[src/rtl/mult32x32_stream_pkg.sv]
// Shared types and constants for the streaming wrapper around the 32x32 sequential multiplier.
package mult32x32_stream_pkg;

    localparam int OPERAND_W = 32;
    localparam int PRODUCT_W = 64;
    localparam int OP_TAG_W  = 4;

    typedef enum logic [1:0] {
        IDLE  = 2'd0,
        START = 2'd1,
        ARM   = 2'd2,
        RUN   = 2'd3
    } state_t;

    typedef struct packed {
        logic [OPERAND_W-1:0] a;
        logic [OPERAND_W-1:0] b;
        logic [OP_TAG_W-1:0]  tag;
    } op_t;

endpackage

[src/rtl/mult_op_fifo.sv]
// Operand-pair FIFO: circular buffer with occupancy count; push is ignored when full, pop when empty.
module mult_op_fifo
    import mult32x32_stream_pkg::*;
#(
    parameter int  DEPTH  = 4,
    parameter type elem_t = op_t
) (
    input  logic                   clk,
    input  logic                   reset,
    input  logic                   push,
    input  elem_t                  push_data,
    input  logic                   pop,
    output elem_t                  head_data,
    output logic [$clog2(DEPTH):0] count,
    output logic                   full,
    output logic                   empty
);

    localparam int PTR_W = $clog2(DEPTH);
    localparam logic [PTR_W:0] FULL_CNT = (PTR_W + 1)'(DEPTH);

    elem_t mem [DEPTH];

    logic [PTR_W-1:0] wr_ptr_q, wr_ptr_d;
    logic [PTR_W-1:0] rd_ptr_q, rd_ptr_d;
    logic [PTR_W:0]   count_q, count_d;
    logic             do_push, do_pop;

    assign full      = (count_q == FULL_CNT);
    assign empty     = (count_q == '0);
    assign count     = count_q;
    assign head_data = mem[rd_ptr_q];

    always_comb begin
        do_push  = push && !full;
        do_pop   = pop && !empty;
        wr_ptr_d = wr_ptr_q;
        rd_ptr_d = rd_ptr_q;
        count_d  = count_q;
        // Power-of-two depth lets the pointers wrap on their own width.
        if (do_push) begin
            wr_ptr_d = wr_ptr_q + PTR_W'(1);
        end
        if (do_pop) begin
            rd_ptr_d = rd_ptr_q + PTR_W'(1);
        end
        case ({do_push, do_pop})
            2'b10:   count_d = count_q + (PTR_W + 1)'(1);
            2'b01:   count_d = count_q - (PTR_W + 1)'(1);
            default: count_d = count_q;
        endcase
    end

    always_ff @(posedge clk or negedge reset) begin
        if (!reset) begin
            wr_ptr_q <= '0;
            rd_ptr_q <= '0;
            count_q  <= '0;
        end else begin
            wr_ptr_q <= wr_ptr_d;
            rd_ptr_q <= rd_ptr_d;
            count_q  <= count_d;
        end
    end

    always_ff @(posedge clk) begin
        if (do_push) begin
            mem[wr_ptr_q] <= push_data;
        end
    end

endmodule

[src/rtl/mult32x32_stream.sv]
// Stream wrapper: buffers operand pairs, sequences one multiplier op at a time, and
// presents each 64-bit product with its tag on a valid/ready output.
module mult32x32_stream
    import mult32x32_stream_pkg::*;
#(
    parameter int DEPTH = 4,
    parameter int TAG_W = 4
) (
    input  logic                   clk,
    input  logic                   reset,
    input  logic                   in_valid,
    output logic                   in_ready,
    input  logic [OPERAND_W-1:0]   in_a,
    input  logic [OPERAND_W-1:0]   in_b,
    input  logic [TAG_W-1:0]       in_tag,
    output logic                   out_valid,
    input  logic                   out_ready,
    output logic [PRODUCT_W-1:0]   out_product,
    output logic [TAG_W-1:0]       out_tag,
    output logic                   mult_start,
    output logic [OPERAND_W-1:0]   mult_a,
    output logic [OPERAND_W-1:0]   mult_b,
    input  logic                   mult_busy,
    input  logic [PRODUCT_W-1:0]   mult_product,
    output logic [$clog2(DEPTH):0] fifo_count,
    output logic [15:0]            ops_done
);

    typedef struct packed {
        logic [OPERAND_W-1:0] a;
        logic [OPERAND_W-1:0] b;
        logic [TAG_W-1:0]     tag;
    } stream_op_t;

    state_t               state_q, state_d;
    stream_op_t           op_q, op_d;
    logic                 out_valid_q, out_valid_d;
    logic [PRODUCT_W-1:0] out_product_q, out_product_d;
    logic [TAG_W-1:0]     out_tag_q, out_tag_d;
    logic [15:0]          ops_done_q, ops_done_d;

    stream_op_t fifo_in, fifo_head;
    logic       fifo_pop, fifo_full, fifo_empty;

    assign fifo_in = '{a: in_a, b: in_b, tag: in_tag};

    mult_op_fifo #(
        .DEPTH  (DEPTH),
        .elem_t (stream_op_t)
    ) u_fifo (
        .clk       (clk),
        .reset     (reset),
        .push      (in_valid && in_ready),
        .push_data (fifo_in),
        .pop       (fifo_pop),
        .head_data (fifo_head),
        .count     (fifo_count),
        .full      (fifo_full),
        .empty     (fifo_empty)
    );

    assign in_ready    = !fifo_full;
    assign mult_a      = op_q.a;
    assign mult_b      = op_q.b;
    assign out_valid   = out_valid_q;
    assign out_product = out_product_q;
    assign out_tag     = out_tag_q;
    assign ops_done    = ops_done_q;

    always_comb begin
        state_d       = state_q;
        op_d          = op_q;
        out_valid_d   = out_valid_q;
        out_product_d = out_product_q;
        out_tag_d     = out_tag_q;
        ops_done_d    = ops_done_q;
        fifo_pop      = 1'b0;
        mult_start    = 1'b0;

        if (out_valid_q && out_ready) begin
            out_valid_d = 1'b0;
        end

        case (state_q)
            // Only launch when the result slot will be free by completion time.
            IDLE: begin
                if (!fifo_empty && (!out_valid_q || out_ready)) begin
                    fifo_pop = 1'b1;
                    op_d     = fifo_head;
                    state_d  = START;
                end
            end
            START: begin
                mult_start = 1'b1;
                state_d    = ARM;
            end
            ARM: begin
                if (mult_busy) begin
                    state_d = RUN;
                end
            end
            RUN: begin
                if (!mult_busy) begin
                    out_valid_d   = 1'b1;
                    out_product_d = mult_product;
                    out_tag_d     = op_q.tag;
                    ops_done_d    = ops_done_q + 16'd1;
                    state_d       = IDLE;
                end
            end
            default: state_d = IDLE;
        endcase
    end

    always_ff @(posedge clk or negedge reset) begin
        if (!reset) begin
            state_q       <= IDLE;
            op_q          <= '0;
            out_valid_q   <= 1'b0;
            out_product_q <= '0;
            out_tag_q     <= '0;
            ops_done_q    <= '0;
        end else begin
            state_q       <= state_d;
            op_q          <= op_d;
            out_valid_q   <= out_valid_d;
            out_product_q <= out_product_d;
            out_tag_q     <= out_tag_d;
            ops_done_q    <= ops_done_d;
        end
    end

endmodule

[config.mk]
export PLATFORM = sky130hd
export DESIGN_NAME = mult32x32_stream
export DESIGN_NICKNAME = d
export VERILOG_FILES = /design/src/rtl/mult32x32_stream_pkg.sv /design/src/rtl/mult_op_fifo.sv /design/src/rtl/mult32x32_stream.sv
export SDC_FILE = /design/constraint.sdc
export NUM_CORES = 1
export LEC_CHECK = 0
export CORE_MARGIN = 2
export CORE_UTILIZATION = 37
export DETAILED_ROUTE_END_ITERATION = 6
export SLEW_MARGIN = 20
export SYNTH_ARGS = -nofsm -noshare
export SYNTH_HDL_FRONTEND = slang
export SYNTH_SLANG_ARGS = --single-unit
[constraint.sdc]
create_clock -name clk -period 2.6 [get_ports clk]
set_input_delay 0.39 -clock clk [delete_from_list [all_inputs] [get_ports clk]]
set_output_delay 0.39 -clock clk [all_outputs]
set_load 0.05 [all_outputs]
---- After elaboration in Yosys (flattened, before gate mapping) ----
Memory sizes are Yosys's and may differ from the RTL's. A register that Yosys moved wholly into a read port is not among the register bits.
Index checks and enable logic that the tools add are counted.
storage, ports and cells
  word-level logic and storage cells ...... 53
  memory bits (writable) .................. 272
  memories ................................ 1
  bits in registers ....................... 94
  output and inout bits ................... 154
  input bits .............................. 137
operators by class
  reductions and logical operators ........ 16
  bitwise logic cells ..................... 1
  add/sub/neg operators ................... 5
  equal/unequal tests ..................... 9
  mux-type cells .......................... 13
memories
  name        depth  bits a word  read ports  clocked after Yosys merged registers in  write ports  line                source
  u_fifo.mem  4      68           1           1                                        1            mult_op_fifo.sv:22  elem_t mem [DEPTH];
operators by type and width
  cell                   count
  $add 16x1->16 const B  1
  $mux 1                 8
  $pmux 2 s4             1
  $eq 2x2->1 const B     3
  $mux 2                 3
  $ne 2x2->1 const B     3
  $pmux 3 s2             1
  $logic_and 1x1->1      5
  $add 2x1->2 const B    2
  $eq 2x1->1 const B     2
  $logic_not 1->1        4
  $reduce_and 2->1       2
  $add 3x1->3 const B    1
  $eq 3x3->1 const B     1
  $logic_not 3->1        1
  $reduce_and 3->1       1
  $sub 3x1->3 const B    1
  $logic_not 2->1        1
  $reduce_bool 2->1      1
  $logic_or 1x1->1       1
  $not 1->1              1

---- Depth between registers and ports, before layout ----
Gate-level depths: netlist of the first run.
  depth after elaboration ................. 8
  depth in mapped cells ................... 11
  mapped depth without buffers ............ 10

---- Modules after synthesis ----
A second synthesis of the first run with hierarchy kept.
second synthesis, totals
  cell total of the unflattened synthesis .. 968
  area total of the unflattened synthesis .. 16766.1 sq um
by module, submodules not included
  module            cells an instance  times used  area each (sq um)
  mult_op_fifo      394                1           10313.6
  mult32x32_stream  574                1           6452.4

---- Worst setup path before layout of the first run ----
OpenSTA, ideal clock, no wires.
  kind .................................... reg-to-reg
  from .................................... reg u_fifo.count_q[0], in the netlist u_fifo.count[0]
  to ...................................... mem u_fifo.mem[0][0] (netlist bit) (enable)
  arrival ................................. 3.060 ns
  clock period less this slack ............ 3.494 ns
  path slack .............................. -0.894 ns
  cell stages (with the launch flop) ...... 4
  library setup time ...................... 0.434 ns
  cell sequence ........................... dfrtp_1 inv_1 nand3_1 and3_1
between the ends
  word-level cells in the longest chain between the ends .. 6
RTL lines
  what                            line                    source
  start, declared                 mult_op_fifo.sv:26      logic [PTR_W:0] count_q, count_d;
  start signal, assigned          mult_op_fifo.sv:62      count_q <= count_d;
  $eq 3x3->1 *                    mult_op_fifo.sv:29      assign full = (count_q == FULL_CNT);
  $logic_not 1->1 *               mult32x32_stream.sv:62  assign in_ready = !fifo_full;
  net in_ready                    mult32x32_stream.sv:12  output logic in_ready,
  $logic_and 1x1->1               mult32x32_stream.sv:53  .push (in_valid && in_ready),
  $logic_and 1x1->1 *             mult_op_fifo.sv:35      do_push = push && !full;
  $mux 1 *                        mult_op_fifo.sv:67      if (do_push) begin
  $mux 1 (not written as such) *  mult_op_fifo.sv:68      mem[wr_ptr_q] <= push_data;
  end, declared                   mult_op_fifo.sv:22
Mark *: on every way through the listed nets, which the timed path passes. The rest lies on a longest branch.

---- Worst setup path after layout of the first run ----
  from .................................... reg u_fifo.count_q[0], in the netlist u_fifo.count[0]
  to ...................................... out in_ready
between the ends
  word-level cells in the longest chain between the ends .. 2
RTL lines
  what             line
  $eq 3x3->1       mult_op_fifo.sv:29
  $logic_not 1->1  mult32x32_stream.sv:62
  end, declared    mult32x32_stream.sv:12
Every way passes these cells.

==> impl_metrics.tcl, run 1 <==
set metrics [dict create \
    drt-pass1-iter-count 5 \
    grt_pass1_vias 9241 \
    die_x_um 216 \
    timing.fmax_mhz 409 \
    pwr_density_cell_mw_per_mm2 1330 \
    synth-seq-cells 434 \
    yosys_warnings 0 \
    die_y_um 216 \
    wire_per_inst_um 19.4 \
    pre_cts_ws_ns 0.221 \
    outcome "complete, no violations" \
    synth_edf_count 272 \
    drive_above_1_share_pct 20.1 \
    first_iter_violations 585 \
    num_vias 8797 \
    synth_top_area_share_pct 49.1 \
    clock_latency_ns 0.57 \
    cts_tree "done" \
    track_usage_pct 15.7 \
    required_ns 2.21 \
    clockBufferDepth 3 \
    ctsResizeCount 0 \
    slowest_stage "clkdlybuf4s50_1" \
    drv_cap 0 \
    cts.root.buffer_cell "clkbuf_16" \
    finalSetupViolCount 0 \
    instances_no_fill 1867 \
    grt_first_pass_wirelength_um 55600 \
    yosysTopAreaCell "edfxtp_1" \
    fin_setup_tns_ns 0 \
    dpl.hpwl_um 23600 \
    rows 77 \
    cp-end-kind "primary output" \
    post-cts-setup-buffers 0 \
    io_pins 291 \
    irDropWorstVdd_mv 0.718 \
    finalHoldViolCount 0 \
    syn_to_final_growth_pct 30.5 \
    async_flop_share_pct 37.3 \
    avgSynthCellArea_um2 17.1 \
    coreArea_mm2 0.0443 \
    period_share_pct 94.1 \
    drcViolationCount 0 \
    cpPeakStageDelay_ns 0.84 \
    synth.most_common_cell "edfxtp_1" \
    p_leak_nw 8.18 \
    ff2ff_setup_slack_ns 0.53 \
    dpl.cell_count 1781 \
    synth.cell_area_mm2 0.0166 \
    min_path_type "in -> reg" \
    whs_ns 0.345 \
    finalWirelength_um 36300 \
    critical_path_class "reg -> out" \
    cts.clk_slew.worst_paths_ns 0.06 \
    drtAntennaViolNets 0 \
    antennaDiodeCount 0 \
    viasPerCell 4.71 \
    timing.final.ws_setup_ns 0.154 \
    numCtsBuffers 46 \
    rsz0062_at_grt "false" \
    arrival_ns 2.06 \
    crit_fanout 6 \
    tightest_slew_ns 0.714 \
    cts_sinks 434 \
    path_cells "inv_1 > nand3_2 > clkdlybuf4s50_1" \
    fin_skew_ns 0.0207 \
    fin_nets 1387 \
    synthFlopType "edfxtp_1" \
    yosys-top-cells-area "edfxtp_1 (49%), dfrtp_1 (24%), mux4_2 (9.2%)" \
    post-route-util_pct 49.0 \
    antenna_found_initial 7 \
    start_util_pct 37.5 \
    synth_cells 971 \
    slew_headroom_pct 52.3 \
    seq_area_frac_synth_pct 73.5 \
    h-tree-depth 2 \
    final_max_slew_viol_count 0 \
    portBuffers 290 \
    fillers 3730 \
    grt_max_degree 64 \
    gp_congestion 0.826 \
    synth_cell_types 32 \
    startpoint_type "register" \
    synth_fp_nets 1120 \
    die-area_mm2 0.0467 \
    post-route-min-period_ns 2.45 \
    overflow 0 \
    yosys-top-cells-count "edfxtp_1 (272), nand2_1 (214), dfrtp_1 (162)" \
]
==> path summary, 6_finish.rpt <==
| path | depth (start not counted) | startpoint | to |
|---|---|---|---|
| setup reg to reg | 6 | state_q[0] | mult_b[30] |
| setup / recovery | 3 | u_fifo.count[0] | in_ready |
| hold / removal | 3 | mult_product[53] | out_product[53] |
| max in group asynchronous | 3 | reset | out_product[15] |
| min in group asynchronous | 2 | reset | out_product[2] |
| hold reg to reg | 2 | op_q[3] | out_tag[3] |
==> layout by cell type (no fill, tap or decap), types with 2 or more instances in the layout <==
cell type and n:
clkdlybuf4s50_1 289, edfxtp_1 272, nand2_1 214, dfrtp_1 160, mux2_2 70, mux4_2 68, clkbuf_16 47, buf_12 20
xnor2_1 13, buf_4 12, ha_1 11, clkbuf_8 10, clkbuf_1 10, inv_1 9, nor2_1 7, xor2_1 7
clkinv_2 7, nand3_1 6, and3_4 4, nand4_1 4, bufinv_16 4, clkinv_1 4, nor3_1 2, nand2b_1 2
o21ai_0 2, clkinv_8 2, dfrtp_4 2
==> where the power goes <==
group	switching (mW)	leakage, nW	internal (mW)
clock network	2.64	0.764	3.98
logic	6.98	2.94	4.68
registers	1.05	4.47	9.48
==> state kept, by name, indices dropped and copies added, names as in the netlist <==
| name | flops |
|---|---|
| u_fifo.count | 3 |
| out_valid | 1 |
| u_fifo.wr_ptr_q | 2 |
| ops_done | 16 |
| state_q | 2 |
| u_fifo.mem | 272 |
| out_tag | 4 |
| out_product | 64 |
| u_fifo.rd_ptr_q | 2 |
| mult_b | 32 |
| mult_a | 32 |
| op_q | 4 |
==> area by class of cell <==
class / instances / area (um^2) / area share (%)
Inverter: 9 / 33.8 / 0.156
Clock buffer: 66 / 1340 / 6.16
Tap cell: 592 / 741 / 3.41
Clock inverter: 19 / 219 / 1.01
Timing Repair Buffer: 323 / 3410 / 15.7
Sequential cell: 434 / 12200 / 56.3
Multi-Input combinational cell: 424 / 3740 / 17.2
==> routing by layer <==
| metal | wire (um) | global-route usage (%) | vias up |
|---|---|---|---|
| met2 | 17100 | 25.4 | 286 |
| met4 | 674 | 4.52 | 12 |
| met1 | 15900 | 20.8 | 4436 |
| met5 | 80 | 0 | - |
| li1 | - | - | 4007 |
| met3 | 2580 | 4.26 | 56 |
==> cell families (layout without fill, tap and decap cells) <==
logic type / count (synthesis) / after routing / synth area share, %
DFF: 434 / 434 / 73.5
and+or+nand+nor: 250 / 250 / 6.09
muxes: 138 / 138 / 13.9
buffers and inverters: 113 / 417 / 4.27
xor gates and xnor gates: 21 / 21 / 1.15
adders and majority gates: 12 / 12 / 0.948
AOI/OAI and AO/OA: 3 / 3 / 0.113
==> critical path: cells and delay by family (launching register included) <==
kind                   cells  cell delay, ns
buffers and inverters      2            0.95
and+or+nand+nor            1            0.14
DFF                        1            0.40
==> stage by stage <==
| stage | power (mW) | cell area [um^2] |
|---|---|---|
| after floorplan | 18.9 | 16600 |
| after global placement | 22.4 | 20100 |
| after detailed placement | 22.6 | 20100 |
| after CTS | 29.3 | 21700 |
| after global routing | 30.2 | 21700 |
| final | 28.8 | 21700 |
==> repair_timing <==
action,4_1_cts,5_1_grt
hold endpoints to repair,54,0
setup endpoints to repair,0,0
hold buffers,1,0
(Power assumes the default switching activity.)
==> run 2, diff against run 1 <==
--- a/config.mk
+++ b/config.mk
@@ -5,6 +5,7 @@
 export SDC_FILE = /design/constraint.sdc
 export NUM_CORES = 1
 export LEC_CHECK = 0
+export ABC_AREA = 1
 export CORE_MARGIN = 2
 export CORE_UTILIZATION = 37
 export DETAILED_ROUTE_END_ITERATION = 6
==> run 2 against run 1 <==
Against the previous run: cell area is 1.0% higher; hold slack better by 0.019 ns; die area grew 2.9%; global-route usage is 1.7 points higher; sequential power is essentially flat; clock-buffer cell count fell by 8; area after synthesis grew 2.9%; critical path type unchanged; largest cell class unchanged.
==> impl_metrics.tcl, run 2 <==
set metrics [dict create \
    outcome "complete, no violations" \
    start_util_pct 37.6 \
    drcViolationCount 0 \
    p_sw_share_pct 41.0 \
    synth_fa_ha_area_share_pct 0.921 \
    crit_fanout 4 \
    yosysTopAreaCell "edfxtp_1" \
    cts_sinks 434 \
    seq_power_share_pct 34.9 \
    rows 78 \
    min_path_type "in -> reg" \
    top_register "u_fifo.mem" \
    dpl.cell_count 2248 \
    layout_common_cells "nand2_1 (435), clkdlybuf4s50_1 (289), edfxtp_1 (272)" \
    yosys-top-cells-area "edfxtp_1 (48%), dfrtp_1 (24%), nand2_1 (9.6%)" \
    critPathCapture "mult_start" \
    post-cts-setup-buffers 0 \
    r2r_end "u_fifo.count[2]" \
    final_common_cell "nand2_1" \
    synthMuxAreaShare_pct 0 \
    slew_headroom_pct 40.5 \
    rsz0062_at_grt "false" \
    fin_setup_tns_ns 0 \
    overflow 0 \
    p_int_mw 17.5 \
    numCtsBuffers 47 \
    drv_cap 0 \
    cp-end-kind "primary output" \
    cts.root.buffer_cell "clkbuf_16" \
    antenna_found_initial 7 \
    path_cells "inv_1 > ha_1 > clkdlybuf4s50_1" \
    fin_nets 1847 \
    instances_no_fill 2339 \
    synth-seq-cells 434 \
    fin_skew_ns 0.0221 \
    yosys-top-cells-count "nand2_1 (436), edfxtp_1 (272), dfrtp_1 (162)" \
    synth_top_area_share_pct 47.7 \
    startpoint "state_q[1]" \
    cp_top_family "buffers and inverters" \
    post-route-min-period_ns 2.45 \
    largest_reg_flops 272 \
    timing.fmax_mhz 408 \
    startpoint_type "register" \
    pwr_density_cell_mw_per_mm2 1360 \
    total_power_mw 29.7 \
    irDropWorstVdd_mv 0.795 \
    die_x_um 219 \
    final_max_slew_viol_count 0 \
    h-tree-depth 2 \
    async_flop_share_pct 37.3 \
    slowest_stage "clkdlybuf4s50_1" \
    regToRegStartpoint "u_fifo.count[1]" \
    dpl.hpwl_um 25400 \
    drive_above_1_share_pct 7.25 \
    finalWirelength_um 41900 \
    avgSynthCellArea_um2 11.7 \
    viasPerCell 4.77 \
    synth_simple_gate_area_share_pct 13.8 \
    drtAntennaViolNets 0 \
    critical_path_class "reg -> out" \
    rr_worst_depth 9 \
    synth_compound_area_share_pct 6.85 \
    coreArea_mm2 0.0456 \
    grt_max_degree 137 \
    finalHoldViolCount 0 \
    first_iter_violations 732 \
    wire_per_inst_um 17.9 \
    path_depth 3 \
    combPwrFrac_pct 41.3 \
    period_share_pct 94.4 \
    power.clock.fraction_pct 23.8 \
    synth_top_family_by_area "simple AND/OR/NAND/NOR gates" \
    power_switching_mw 12.2 \
    yosys_warnings 0 \
    synth.most_common_cell "nand2_1" \
    clock_latency_ns 0.58 \
    ff2ff_setup_slack_ns 0.43 \
    p_leak_nw 8.72 \
    die-area_mm2 0.0480 \
    required_ns 2.21 \
    track_usage_pct 17.3 \
    cts_tree "done" \
    die_y_um 219 \
    num_vias 11200 \
    synth_edf_count 272 \
    synthFlopType "edfxtp_1" \
    synth_cell_types 29 \
    arrival_ns 2.06 \
    seq_area_frac_synth_pct 71.4 \
    grt_pass1_vias 11100 \
    finalSetupViolCount 0 \
    gp_congestion 0.817 \
    tightest_slew_ns 0.893 \
    synthXorXnorAreaFrac_pct 0.767 \
    grt_first_pass_wirelength_um 63700 \
    clockBufferDepth 3 \
    synth.cell_area_mm2 0.0171 \
    drt-pass1-iter-count 5 \
    synth_fp_nets 1617 \
    crit_buf_inv 2 \
    portBuffers 290 \
    synth_cells 1468 \
    syn_to_final_growth_pct 28.1 \
    io_pins 291 \
    cpPeakStageDelay_ns 0.83 \
    cts.clk_slew.worst_paths_ns 0.06 \
]
## run 2: cell count changes in the layout (fill, tap and decap cells not counted), sizes merged, moves of 8 or more
cell	delta
nand2	+223
mux4	-68
inv	+29
xnor2	-10
o21ai	+149
mux2	-70
o22ai	+64
clkbuf	-8
nor2	+156
## run 2: cell families (layout without fill, tap and decap cells)
logic type               Yosys count  after routing
AND/OR/NAND/NOR                  616            616
flip-flops                       434            434
AO/OA/AOI/OAI                    218            218
buffers and inverters            173            442
XOR/XNOR                          15             15
adder cells (fa/ha/maj)           12             12
other                              0              2
## run 2: through the flow
| step | utilization [%] | instance area [um^2] | hold WS [ns] | worst slack, ns |
|---|---|---|---|---|
| after global routing | 48.1 | 21900 | 0.345 | 0.0320 |
| after CTS | 48.1 | 21900 | 0.325 | 0.0880 |
| after floorplan | - | 17200 | 0.0944 | 0.0401 |
| after detailed placement | 44.4 | 20300 | 0.419 | 0.248 |
| final | 48.1 | 21900 | 0.364 | 0.147 |
| after global placement | 44.4 | 20300 | 0.420 | 0.211 |
## run 2: power groups by stage
stage	registers (mW)	logic [mW]	clock network, mW
final	10.4	12.3	7.06
after global placement	10.5	12.3	0
after detailed placement	10.5	12.5	0
after floorplan	12.1	7.23	0
after global routing	10.6	13.3	7.51
after CTS	10.4	12.5	7.25
## run 2: timing repair
item,4_1_cts,5_1_grt
resized for setup,0,0
hold buffers,1,0
hold endpoints to repair,54,0
## run 2: layout make-up
cell class,count,area [um^2]
inverter,36,139
sequential,434,12200
timing repair buffer,318,3270
tap,600,751
fill,4080,23600
clock inverter,30,392
antenna,2,5.00
clock buffer,58,1270
multi-input combinational,861,3880
## run 2: how the worst min path moves through the flow
stage | start | endpoint | slack (ns) | depth (start not counted)
2_1_floorplan | reset | mult_a[0] | 0.09 | 0
3_3_place_gp | reset | out_product[42] | 0.42 | 1
3_5_place_dp | reset | out_product[42] | 0.42 | 1
4_1_cts | mult_product[8] | out_product[8] | 0.33 | 3
5_1_grt | mult_product[1] | out_product[1] | 0.35 | 3
6_report | mult_product[1] | out_product[1] | 0.36 | 3
## run 2: worst min-delay path, stage by stage
cell and delay, ns:
clkdlybuf4s50_1 0.40, nand2_1 0.06, nand2_1 0.04
## run 2: layer usage
layer,track usage (%),up-vias,part of all wire [%]
met1,22.3,5377,43
met5,0,-,0.15
met2,28.3,348,46
met4,5.23,10,2.0
li1,-,5365,-
met3,5.11,65,8.5
==> run 3, diff against run 2 <==
--- a/config.mk
+++ b/config.mk
@@ -6,8 +6,9 @@
 export NUM_CORES = 1
 export LEC_CHECK = 0
 export ABC_AREA = 1
-export CORE_MARGIN = 2
+export CORE_MARGIN = 5
 export CORE_UTILIZATION = 37
+export CTS_CLUSTER_SIZE = 10
 export DETAILED_ROUTE_END_ITERATION = 6
 export SLEW_MARGIN = 20
 export SYNTH_ARGS = -nofsm -noshare
==> run 3 against run 2 <==
Against the previous run: sequential share of layout area up 0.10 points; cell count about the same; sequential power about the same; total power down 0.78%; clock-buffer cell count up 29; clock skew down 0.0023 ns; largest power group unchanged; combinational power about the same; die area up 5.6%; core utilization down 0.088 points.
==> impl_metrics.tcl, run 3 (synthesized netlist as in run 2, its figures left out) <==
set metrics [dict create \
    rr_worst_depth 9 \
    gp_congestion 0.854 \
    cts_tree "done" \
    grt_util_met3_pct 5.24 \
    r2r_end "u_fifo.count[2]" \
    grt_pass1_vias 11300 \
    io_pins 291 \
    num_vias 11200 \
    wire_per_inst_um 18.3 \
    syn_to_final_growth_pct 27.9 \
    slowest_stage "clkdlybuf4s50_1" \
    grt.busiest_layer "met2" \
    place_area_mm2 0.0203 \
    pwr_density_cell_mw_per_mm2 1350 \
    die-area_mm2 0.0507 \
    grt_max_degree 137 \
    irDropWorstVdd_mv 0.874 \
    grt_first_pass_wirelength_um 66000 \
    critical_path_class "reg -> out" \
    first_iter_violations 630 \
    finalWirelength_um 42900 \
    cts_sinks 434 \
    whs_ns 0.350 \
    finalHoldViolCount 0 \
    drcViolationCount 0 \
    dpl.hpwl_um 26000 \
    ff2ff_setup_slack_ns 0.48 \
    worstHoldStart "mult_product[11]" \
    overflow 0 \
    cp-end-kind "primary output" \
    use_met1_pct 21.5 \
    fin_setup_tns_ns 0 \
    portBuffers 290 \
    cpPeakStageDelay_ns 0.75 \
    antenna_found_initial 7 \
    h-tree-depth 2 \
    holdPathEnd "out_product[11]" \
    top_register "u_fifo.mem" \
    drtAntennaViolNets 0 \
    hold_depth 3 \
    use_met2_pct 27.1 \
    track_usage_pct 16.5 \
    cts.root.buffer_cell "clkbuf_16" \
    regToRegStartpoint "u_fifo.count[1]" \
    final_common_cell "nand2_1" \
    finalSetupViolCount 0 \
    final_max_slew_viol_count 0 \
    fin_skew_ns 0.0198 \
    min_path_type "in -> reg" \
    startpoint_type "register" \
    die_x_um 225 \
    tightest_slew_ns 0.943 \
    outcome "complete, no violations" \
    period_share_pct 92.5 \
    clockBufferDepth 3 \
    clock_latency_ns 0.60 \
    start_util_pct 37.6 \
    drv_cap 0 \
    cts.clk_slew.worst_paths_ns 0.06 \
    layout_common_cells "nand2_1 (435), clkdlybuf4s50_1 (288), edfxtp_1 (272)" \
    rows 78 \
    timing.fmax_mhz 416 \
    final_design_area_no_fill_mm2 0.0219 \
    coreArea_mm2 0.0456 \
    arrival_ns 2.02 \
    rsz0062_at_grt "false" \
    drt-pass1-iter-count 5 \
    viasPerCell 4.79 \
    die_y_um 225 \
    drive_above_1_share_pct 6.38 \
    post-route-min-period_ns 2.41 \
    numCtsBuffers 51 \
    crit_fanout 3 \
    path_cells "inv_1 > nand3_4 > clkdlybuf4s50_1" \
    largest_reg_flops 272 \
    p_leak_nw 8.70 \
    required_ns 2.21 \
    slew_headroom_pct 37.1 \
    fin_nets 1850 \
]
==> run 3: cell count changes in the layout (fill, tap and decap cells not counted), moves of 2 or more <==
cell	change
clkbuf_1	+21
bufinv_16	-7
clkinv_2	-6
clkbuf_16	+5
clkinvlp_4	-5
clkinv_1	-4
buf_4	-3
clkbuf_8	+3
inv_6	-3
buf_12	+2
clkinv_4	-2
==> run 3: stage by stage <==
step	worst slack (ns)	power, mW	util, %	instances
2_1_floorplan	0.0401	19.3	-	1468
3_3_place_gp	0.188	22.8	44.5	2247
3_5_place_dp	0.266	23.0	44.5	2247
4_1_cts	0.0484	29.9	48.0	2339
5_1_grt	0.104	31.2	48.0	2339
6_report	0.194	29.5	48.0	2340
==> run 3: how the worst max path moves through the flow <==
stage                                from               end  slack [ns]  cells past startpoint
after floorplan           u_fifo.count[2]  u_fifo.mem[0][0]        0.04                      3
after global placement          out_ready   u_fifo.count[2]        0.19                     11
after detailed placement        out_ready   u_fifo.count[2]        0.27                     11
after CTS                      state_q[1]        mult_start        0.05                      3
after global routing      u_fifo.count[1]          in_ready        0.10                      3
final                     u_fifo.count[1]          in_ready        0.19                      3
==> run 3: routing by layer <==
| layer | share of wire, % | up-vias |
|---|---|---|
| li1 | - | 5370 |
| met1 | 43 | 5402 |
| met2 | 46 | 346 |
| met3 | 8.1 | 75 |
| met4 | 2.1 | 12 |
| met5 | 0.15 | - |
==> run 3: cell type report <==
class,instances,area (um^2)
diodes,1,2.50
well taps,600,751
fillers,4084,23700
clock buffers,87,1510
inverters,36,139
repair buffers,317,3290
clock inverters,4,88.8
multi-input cells,861,3880
flip-flops and latches,434,12200
==> run 3: worst max-delay path, delay by kind of cell, from the launching register on <==
| kind | cells | cell delay, ns |
|---|---|---|
| buffers and inverters | 2 | 0.92 |
| flip-flops | 1 | 0.41 |
| AND/OR/NAND/NOR | 1 | 0.09 |
==> run 3: where the power goes <==
group          total, mW  internal (mW)  switching, mW
sequential          10.3           9.43          0.882
clock               6.76           4.05           2.72
combinational       12.4           3.81           8.60
total               29.5           17.3           12.2
==> run 3: timing repair <==
action,4_1_cts,5_1_grt
endpoints found under the setup margin,0,1
hold buffers,1,0
resized for setup,0,1
hold endpoints to repair,66,0
setup buffers,0,0
